File: src/rtl/step_decoder_pkg.sv
// Shared types and default sizes for the step/dir decoder.
package stepgen_pkg;

    localparam int W_DEF = 16;
    localparam int T_DEF = 5;
    localparam int P_DEF = 16;

    // Direction settle FSM encoding
    typedef enum logic {
        SETTLE = 1'b0,
        READY  = 1'b1
    } dir_state_t;

endpackage

File: src/rtl/step_decoder_sig_filter.sv
// Two-flop synchronizer followed by a consecutive-sample glitch filter.
// The filtered level only follows the synchronized input after the input
// has disagreed with it for filt_len+1 clocks in a row.
module sig_filter #(
    parameter int T = 5
) (
    input  logic         clk,
    input  logic         rst_n,
    input  logic         enable,
    input  logic         raw,
    input  logic [T-1:0] filt_len,
    output logic         level
);

    logic         sync1;
    logic         sync2;
    logic [T-1:0] count;

    // Synchronizers run regardless of enable; the filter count freezes when disabled.
    always_ff @(posedge clk) begin
        if (!rst_n) begin
            sync1 <= 1'b0;
            sync2 <= 1'b0;
            count <= '0;
            level <= 1'b0;
        end else begin
            sync1 <= raw;
            sync2 <= sync1;
            if (enable) begin
                if (sync2 != level) begin
                    if (count == filt_len) begin
                        level <= sync2;
                        count <= '0;
                    end else begin
                        count <= count + T'(1);
                    end
                end else begin
                    count <= '0;
                end
            end
        end
    end

endmodule

File: src/rtl/step_decoder.sv
// Step/direction decoder: filtered step edges move a signed position
// counter, the interval between steps is measured, and dir setup/hold
// violations are latched in err_dir.
//
// Dir FSM
//   state  | meaning
//   SETTLE | filtered dir changed recently; setup window still counting down
//   READY  | dir has been stable for at least dirtime clocks
module step_decoder
    import stepgen_pkg::*;
#(
    parameter int W = W_DEF,
    parameter int T = T_DEF,
    parameter int P = P_DEF
) (
    input  logic         clk,
    input  logic         rst_n,
    input  logic         enable,
    input  logic         step_in,
    input  logic         dir_in,
    input  logic         step_pol,
    input  logic [T-1:0] filt_len,
    input  logic [T-1:0] dirtime,
    input  logic         err_clr,
    output logic [W-1:0] position,
    output logic [P-1:0] period,
    output logic         period_valid,
    output logic         step_evt,
    output logic         err_dir
);

    logic         step_f;
    logic         dir_f;
    logic         step_prev;
    logic         dir_prev;
    dir_state_t   state;
    logic [T-1:0] settle_cnt;
    logic [P-1:0] per_cnt;
    logic         seen_one;

    logic         active_lvl;
    logic         edge_hit;
    logic         dir_chg;
    logic         setup_err;
    logic         hold_err;
    logic         per_sat;

    sig_filter #(.T(T)) u_step_filt (
        .clk      (clk),
        .rst_n    (rst_n),
        .enable   (enable),
        .raw      (step_in),
        .filt_len (filt_len),
        .level    (step_f)
    );

    sig_filter #(.T(T)) u_dir_filt (
        .clk      (clk),
        .rst_n    (rst_n),
        .enable   (enable),
        .raw      (dir_in),
        .filt_len (filt_len),
        .level    (dir_f)
    );

    // Edge and violation detection on the filtered signals.
    // A dir change in the same cycle as the edge counts as zero setup.
    // The settle count includes the change cycle itself, hence the >1 test.
    always_comb begin
        active_lvl = ~step_pol;
        edge_hit   = (step_f != step_prev) && (step_f == active_lvl);
        dir_chg    = (dir_f != dir_prev);
        setup_err  = edge_hit &&
                     ((dir_chg && (dirtime != '0)) ||
                      ((state == SETTLE) && (settle_cnt > T'(1))));
        hold_err   = dir_chg && (step_prev == active_lvl) && (step_f == active_lvl);
        per_sat    = (per_cnt == '1);
    end

    // Step pipeline: previous filtered levels, step pulse and position count.
    always_ff @(posedge clk) begin
        if (!rst_n) begin
            step_prev <= 1'b0;
            dir_prev  <= 1'b0;
            step_evt  <= 1'b0;
            position  <= '0;
        end else begin
            step_evt <= 1'b0;
            if (enable) begin
                step_prev <= step_f;
                dir_prev  <= dir_f;
                if (edge_hit) begin
                    step_evt <= 1'b1;
                    position <= dir_f ? position + W'(1) : position - W'(1);
                end
            end
        end
    end

    // Dir settle FSM and sticky error flag; a new violation beats err_clr.
    always_ff @(posedge clk) begin
        if (!rst_n) begin
            state      <= READY;
            settle_cnt <= '0;
            err_dir    <= 1'b0;
        end else if (enable) begin
            if (dir_chg) begin
                state      <= SETTLE;
                settle_cnt <= dirtime;
            end else if (state == SETTLE) begin
                if (settle_cnt <= T'(1)) begin
                    state      <= READY;
                    settle_cnt <= '0;
                end else begin
                    settle_cnt <= settle_cnt - T'(1);
                end
            end
            if (setup_err || hold_err) begin
                err_dir <= 1'b1;
            end else if (err_clr) begin
                err_dir <= 1'b0;
            end
        end
    end

    // Step period measurement; saturation invalidates it until two fresh steps.
    always_ff @(posedge clk) begin
        if (!rst_n) begin
            per_cnt      <= '0;
            period       <= '0;
            period_valid <= 1'b0;
            seen_one     <= 1'b0;
        end else if (enable) begin
            if (edge_hit) begin
                period       <= per_sat ? '1 : per_cnt + P'(1);
                per_cnt      <= '0;
                period_valid <= seen_one && !per_sat;
                seen_one     <= 1'b1;
            end else if (per_sat) begin
                period_valid <= 1'b0;
                seen_one     <= 1'b0;
            end else begin
                per_cnt <= per_cnt + P'(1);
            end
        end
    end

endmodule

File: config.mk
export PLATFORM = sky130hd
export DESIGN_NAME = step_decoder
export DESIGN_NICKNAME = d
export VERILOG_FILES = /design/src/rtl/step_decoder_pkg.sv /design/src/rtl/step_decoder_sig_filter.sv /design/src/rtl/step_decoder.sv
export SDC_FILE = /design/constraint.sdc
export NUM_CORES = 1
export LEC_CHECK = 0
export CAP_MARGIN = 20
export CORE_UTILIZATION = 30
export DETAILED_ROUTE_END_ITERATION = 6
export PLACE_DENSITY = 0.52
export SETUP_SLACK_MARGIN = 0.2
export SLEW_MARGIN = 20
export SYNTH_ARGS = -nofsm -noshare
export SYNTH_HDL_FRONTEND = slang
export SYNTH_SLANG_ARGS = --single-unit
export TNS_END_PERCENT = 50
File: constraint.sdc
create_clock -name clk -period 2.7 [get_ports clk]
set_input_delay 0.54 -clock clk [delete_from_list [all_inputs] [get_ports clk]]
set_output_delay 0.54 -clock clk [all_outputs]
set_load 0.05 [all_outputs]
* Word level (Yosys, flattened, before mapping)
Cells that the tools add are included.
** Operators by class
- Bitwise gates (word level) :: 2
- Reductions and logical operators :: 21
- Multiplexer cells :: 20
- Equal/unequal tests :: 11
- $add $sub $neg :: 6
- Magnitude comparators :: 2
** Operators by type and width (count)
- two-way mux 16 bit :: 4
- two-way mux 5 bit :: 7
- adder 16 x 1 -> 16 bit (second input constant) :: 2
- == test 16 bit (second input constant) :: 1
- subtractor 16 x 1 -> 16 bit (second input constant) :: 1
- AND reduction 2 bit :: 6
- adder 5 x 1 -> 5 bit (second input constant) :: 2
- == test 5 bit :: 2
- two-way mux 1 bit :: 9
- logical AND 1 bit :: 7
- AND reduction 3 bit :: 2
- greater-than comparator 5 x 1 -> 1 bit (second input constant) :: 1
- <= comparator 5 x 1 -> 1 bit (second input constant) :: 1
- nonzero test 5 bit :: 1
- subtractor 5 x 1 -> 5 bit (second input constant) :: 1
- != test 1 bit :: 4
- nonzero test 2 bit :: 2
- == test 1 bit :: 2
- logical OR 1 bit :: 2
- != test 2 x 1 -> 1 bit (second input constant) :: 1
- != test 2 bit (second input constant) :: 1
- inverter 1 bit :: 2
- zero test 1 bit :: 1
** Word-level totals
- Bits of input ports :: 17
- Register bits :: 76
- Output and inout port bits :: 35
- Word-level logic and storage cells :: 81

* Depth between registers and ports, before layout
- Word-level depth :: 7
- Gate-level depth with buffers :: 10
- Depth with buffers taken out :: 8

* Modules after synthesis
From an unflattened synthesis, not the netlist that was laid out.
** Unflattened totals
- Cells, all modules :: 514
- Area, all modules :: 4247.8 µm²
** By module, submodules not included
- step_decoder :: cells each 418, area an instance 3414.5 µm², times used 1, seq. area each 1201.2 µm²
- sig_filter :: cells each 48, area an instance 416.6 µm², times used 2, seq. area each 160.2 µm²

* Worst setup path before layout
OpenSTA, ideal clock, no wires.
- Path type :: flip-flop to flip-flop
- From :: register u_dir_filt.level
- To :: register position[14]
- Required time :: 2583 ps
- Path slack :: 310 ps
- Clock period less this slack :: 2390 ps
- Buffers on the path :: 1
- Stages on the path, launching flop included :: 10
- Arrival :: 2273 ps
- Library setup time :: 117 ps
- Cells stage by stage :: dfxtp_1 buf_2 inv_1 fa_1 a21o_1 a221oi_2 o21ai_0 a31oi_1 mux2i_1 nand2_1
** Between the ends
- Cells in the longest elaborated chain, start to end :: 1
** RTL lines
- start: declaration :: RTL line step_decoder_sig_filter.sv:12 : output logic level
- start signal: assignment :: RTL line step_decoder_sig_filter.sv:32 : level <= sync2;
- two-way mux 16 bit :: RTL line step_decoder.sv:94 : position <= dir_f ? position + W'(1) : position - W'(1);
- end signal: assignment :: RTL line step_decoder.sv:94
- end: declaration :: RTL line step_decoder.sv:25 : output logic [W-1:0] position,
No other way between the ends.
A chain may end at the register's enable or synchronous reset.

* Final worst setup path
- From :: register u_dir_filt.level
- To :: register position[12]
The elaborated chain is that of the path after synthesis.

==> results.toml <==
[status]
outcome = "finished clean"

[place]
pre_cts_slack_ns = 0.266
dp_hpwl_mm = 7.27
io_buffers = 51
place_congestion = 0.831

[die]
die_area_mm2 = 0.0142
initial_core_util_pct = 30.9
pin_count = 52
dieHeight_um = 119
rows = 42
coreArea_mm2 = 0.0133
die_w_um = 119

[synth]
syn-num-nets = 535
synth_top_area_share_pct = 36.9
synthTopCellsByArea = "dfxtp_1, xor2_1, ha_1, nand2_1, xnor2_1"
seq_area_frac_synth_pct = 36.9
yosysUniqueCellTypes = 58
synth_xor_area_share_pct = 10.8
synth-async-reset-ratio_pct = 0
yosysTopAreaCell = "dfxtp_1"
synthCells = 498
yosysWarnings = 0
synth-seq-cells = 76
synth_compound_area_share_pct = 20.2
syn_avg_cell_area_um2 = 8.28
synth_area_mm2 = 0.00412
synth_top_family_by_area = "simple AND/OR/NAND/NOR gates"
synthMuxAreaShare_pct = 2.21
synthSimpleGateAreaFrac_pct = 20.2
synthFlopType = "dfxtp_1"
synth_fa_ha_area_share_pct = 6.25
synth_edf_count = 0

[setup_path]
critical_path_class = "reg -> reg"
r2r_cells = 10
worst-path-max-fanout = 4
timing.critical_path.to_type = "flop"
slowest_stage = "fa_1"
cpLargestDelayFamily = "compound AO/OA/AOI/OAI gates"
worstPathCellList = "clkinvlp_4 > buf_12 > fa_1 > a21o_1 > a221oi_4 > buf_4 > o221ai_1 > xor2_1 > nand2_1 > a21oi_1"
r2r-start = "u_dir_filt.level"
required_ns = 2.91
rrSetupSlack_ns = 0.33
max_stage_delay_ns = 0.40
r2r_end = "position[12]"
cp.arrival_ns = 2.58
crit_buf_inv = 3
worst_setup_path_start_kind = "flop"

[layout]
fin_nets = 591
fill_cells = 1383
syn_to_final_growth_pct = 26.0
drive_above_1_share_pct = 8.42
post-route-util_pct = 38.9
antenna_cells = 0

[detailed_routing]
drt_wl_total_mm = 10.3
wl_per_cell_um = 14.0
vias = 3677
drtIter0Drc = 208
ant_nets = 0
viasPerCell = 5.01
first_pass_iters = 4
post-route-drc-count = 0

[cts]
insertion_delay_ns = 0.33
h-tree-depth = 3
cts.sinks = 76
ctsLongestPathBuffers = 2
clock-root-buffer = "clkbuf_16"
cts_tree = "yes"
clk_pin_slew_ns = 0.06
numCtsBuffers = 9

[sta]
tns_ns = 0
relSlewSlack_pct = 54.2
post-route-period-util_pct = 87.9
setup_violations = 0
rsz0062_at_grt = "false"
drv_slew = 0
finalClockSkew_ns = 0.00388
finalCriticalPeriod_ns = 2.37
layout_setup_ws_ns = 0.327
hold_ws_ns = 0.437
max_freq_ghz = 0.421
tightest_slew_ns = 0.680
hold_viol = 0

[min_path]
hp-class = "reg -> reg"
hp-start = "u_step_filt.sync1"
holdPathStages = 1
min_to = "u_step_filt.sync2"

[pwr]
vdd_drop_max_v = 0.000298
leakagePower_nw = 2.00
powerDensity_mw_per_mm2 = 455

[global_route]
grt_max_degree = 30
antenna_found_initial = 0
grt_pass1_vias = 3516
grt_pass1_wl_mm = 17.3
gr-usage-all-layers_pct = 15.2
overflow = 0

[job]
maxCapViolCount = 0
flip-flops by register name, indices dropped and copies added (netlist names), 5 cells and up:
name	count
per_cnt	16
u_dir_filt.count	5
position	16
period	16
settle_cnt	5
u_step_filt.count	5
repair_timing:
item                                    4_1_cts  5_1_grt
resized for setup                             0        8
endpoints found under the setup margin        0        3
buffers inserted                              0        3
hold buffers                                  0        0
cell usage in the layout, fill, tap and decap left out, drive strengths merged, types with 2 or more instances in the layout:
master | Yosys | final
nand4 | 7 | 7
o211ai | 6 | 6
nand2b | 3 | 3
buf | 7 | 17
nor3 | 11 | 11
inv | 8 | 7
clkbuf | 16 | 13
or3 | 2 | 2
a21o | 4 | 4
o21ai | 44 | 44
nor2b | 2 | 2
ha | 19 | 19
and4 | 2 | 2
clkinv | 0 | 2
xnor2 | 23 | 23
and3 | 7 | 7
o22a | 2 | 2
o2111ai | 2 | 2
a22oi | 3 | 3
nor2 | 53 | 53
clkdlybuf4s50 | 0 | 51
dfxtp | 76 | 76
o31a | 2 | 2
or2 | 4 | 4
a211oi | 6 | 6
o22ai | 4 | 4
a31oi | 12 | 12
a211o | 2 | 2
nand3 | 16 | 16
xor2 | 28 | 28
and2 | 5 | 5
nor4 | 5 | 5
mux2i | 8 | 8
o31ai | 2 | 2
a21oi | 38 | 38
nand2 | 56 | 56
worst max path at each step:
stage | end | startpoint | cells past startpoint
2_1_floorplan | position[14] | u_dir_filt.level | 9
3_3_place_gp | position[15] | step_pol | 7
3_5_place_dp | position[15] | step_pol | 7
4_1_cts | position[14] | u_dir_filt.level | 9
5_1_grt | position[12] | u_dir_filt.level | 10
6_report | position[12] | u_dir_filt.level | 10
where the power goes:
part / leakage (nW) / switching (W) / total (W) / internal [W]
clock: 0.135 / 0.000437 / 0.00110 / 0.000664
sequential: 0.614 / 0.00000838 / 0.00114 / 0.00113
combinational: 1.25 / 0.0000688 / 0.000125 / 0.0000567
layout make-up:
class / instances / area [um^2] / share of cell area, %
flip-flops and latches: 76 / 1520 / 29.3
well taps: 176 / 220 / 4.24
multi-input cells: 391 / 2490 / 47.9
clock buffers: 13 / 260 / 5.01
inverters: 8 / 33.8 / 0.650
repair buffers: 68 / 661 / 12.7
clock inverters: 2 / 10.0 / 0.193
cells by family (layout without fill, tap and decap cells):
logic type	after synthesis	in the layout
compound gates	136	136
xor+xnor	51	51
fa+ha+maj	20	20
buf+inv	31	91
flops	76	76
mux	9	9
simple gates	175	175
synthesized netlist by cell type (2+ instances only):
| cell type | n |
|---|---|
| o22a_1 | 2 |
| o22ai_1 | 4 |
| buf_6 | 2 |
| o21ai_1 | 18 |
| a211o_1 | 2 |
| ha_1 | 19 |
| clkbuf_1 | 16 |
| xnor2_1 | 23 |
| nor4_1 | 5 |
| or3_1 | 2 |
| buf_2 | 4 |
| a21oi_1 | 38 |
| a22oi_1 | 3 |
| mux2i_1 | 8 |
| a211oi_1 | 6 |
| nand3_1 | 16 |
| and2_1 | 5 |
| nor2b_1 | 2 |
| or2_2 | 2 |
| o31ai_1 | 2 |
| and3_1 | 7 |
| inv_1 | 8 |
| nor3_1 | 10 |
| a31oi_1 | 12 |
| a21o_1 | 4 |
| nand4_1 | 6 |
| nand2_1 | 56 |
| and4_1 | 2 |
| xor2_1 | 28 |
| nand2b_1 | 3 |
| o211ai_1 | 5 |
| nor2_1 | 51 |
| o21ai_0 | 26 |
| dfxtp_1 | 76 |
| o31a_1 | 2 |
metrics by stage:
| step | power (W) | cell area [um^2] | std cells |
|---|---|---|---|
| 6_report | 0.00237 | 5190 | 734 |
| 5_1_grt | 0.00247 | 5190 | 734 |
| 4_1_cts | 0.00241 | 5130 | 731 |
| 3_5_place_dp | 0.00129 | 4860 | 716 |
| 3_3_place_gp | 0.00129 | 4860 | 716 |
| 2_1_floorplan | 0.00124 | 4120 | 498 |
routing by layer:
metal / wire, um / track usage [%]
met1: 5090 / 20.2
met2: 4740 / 24.0
met3: 371 / 3.78
met4: 105 / 4.67
met5: 0 / 0
Note: power is estimated with default switching activity, not from simulation.
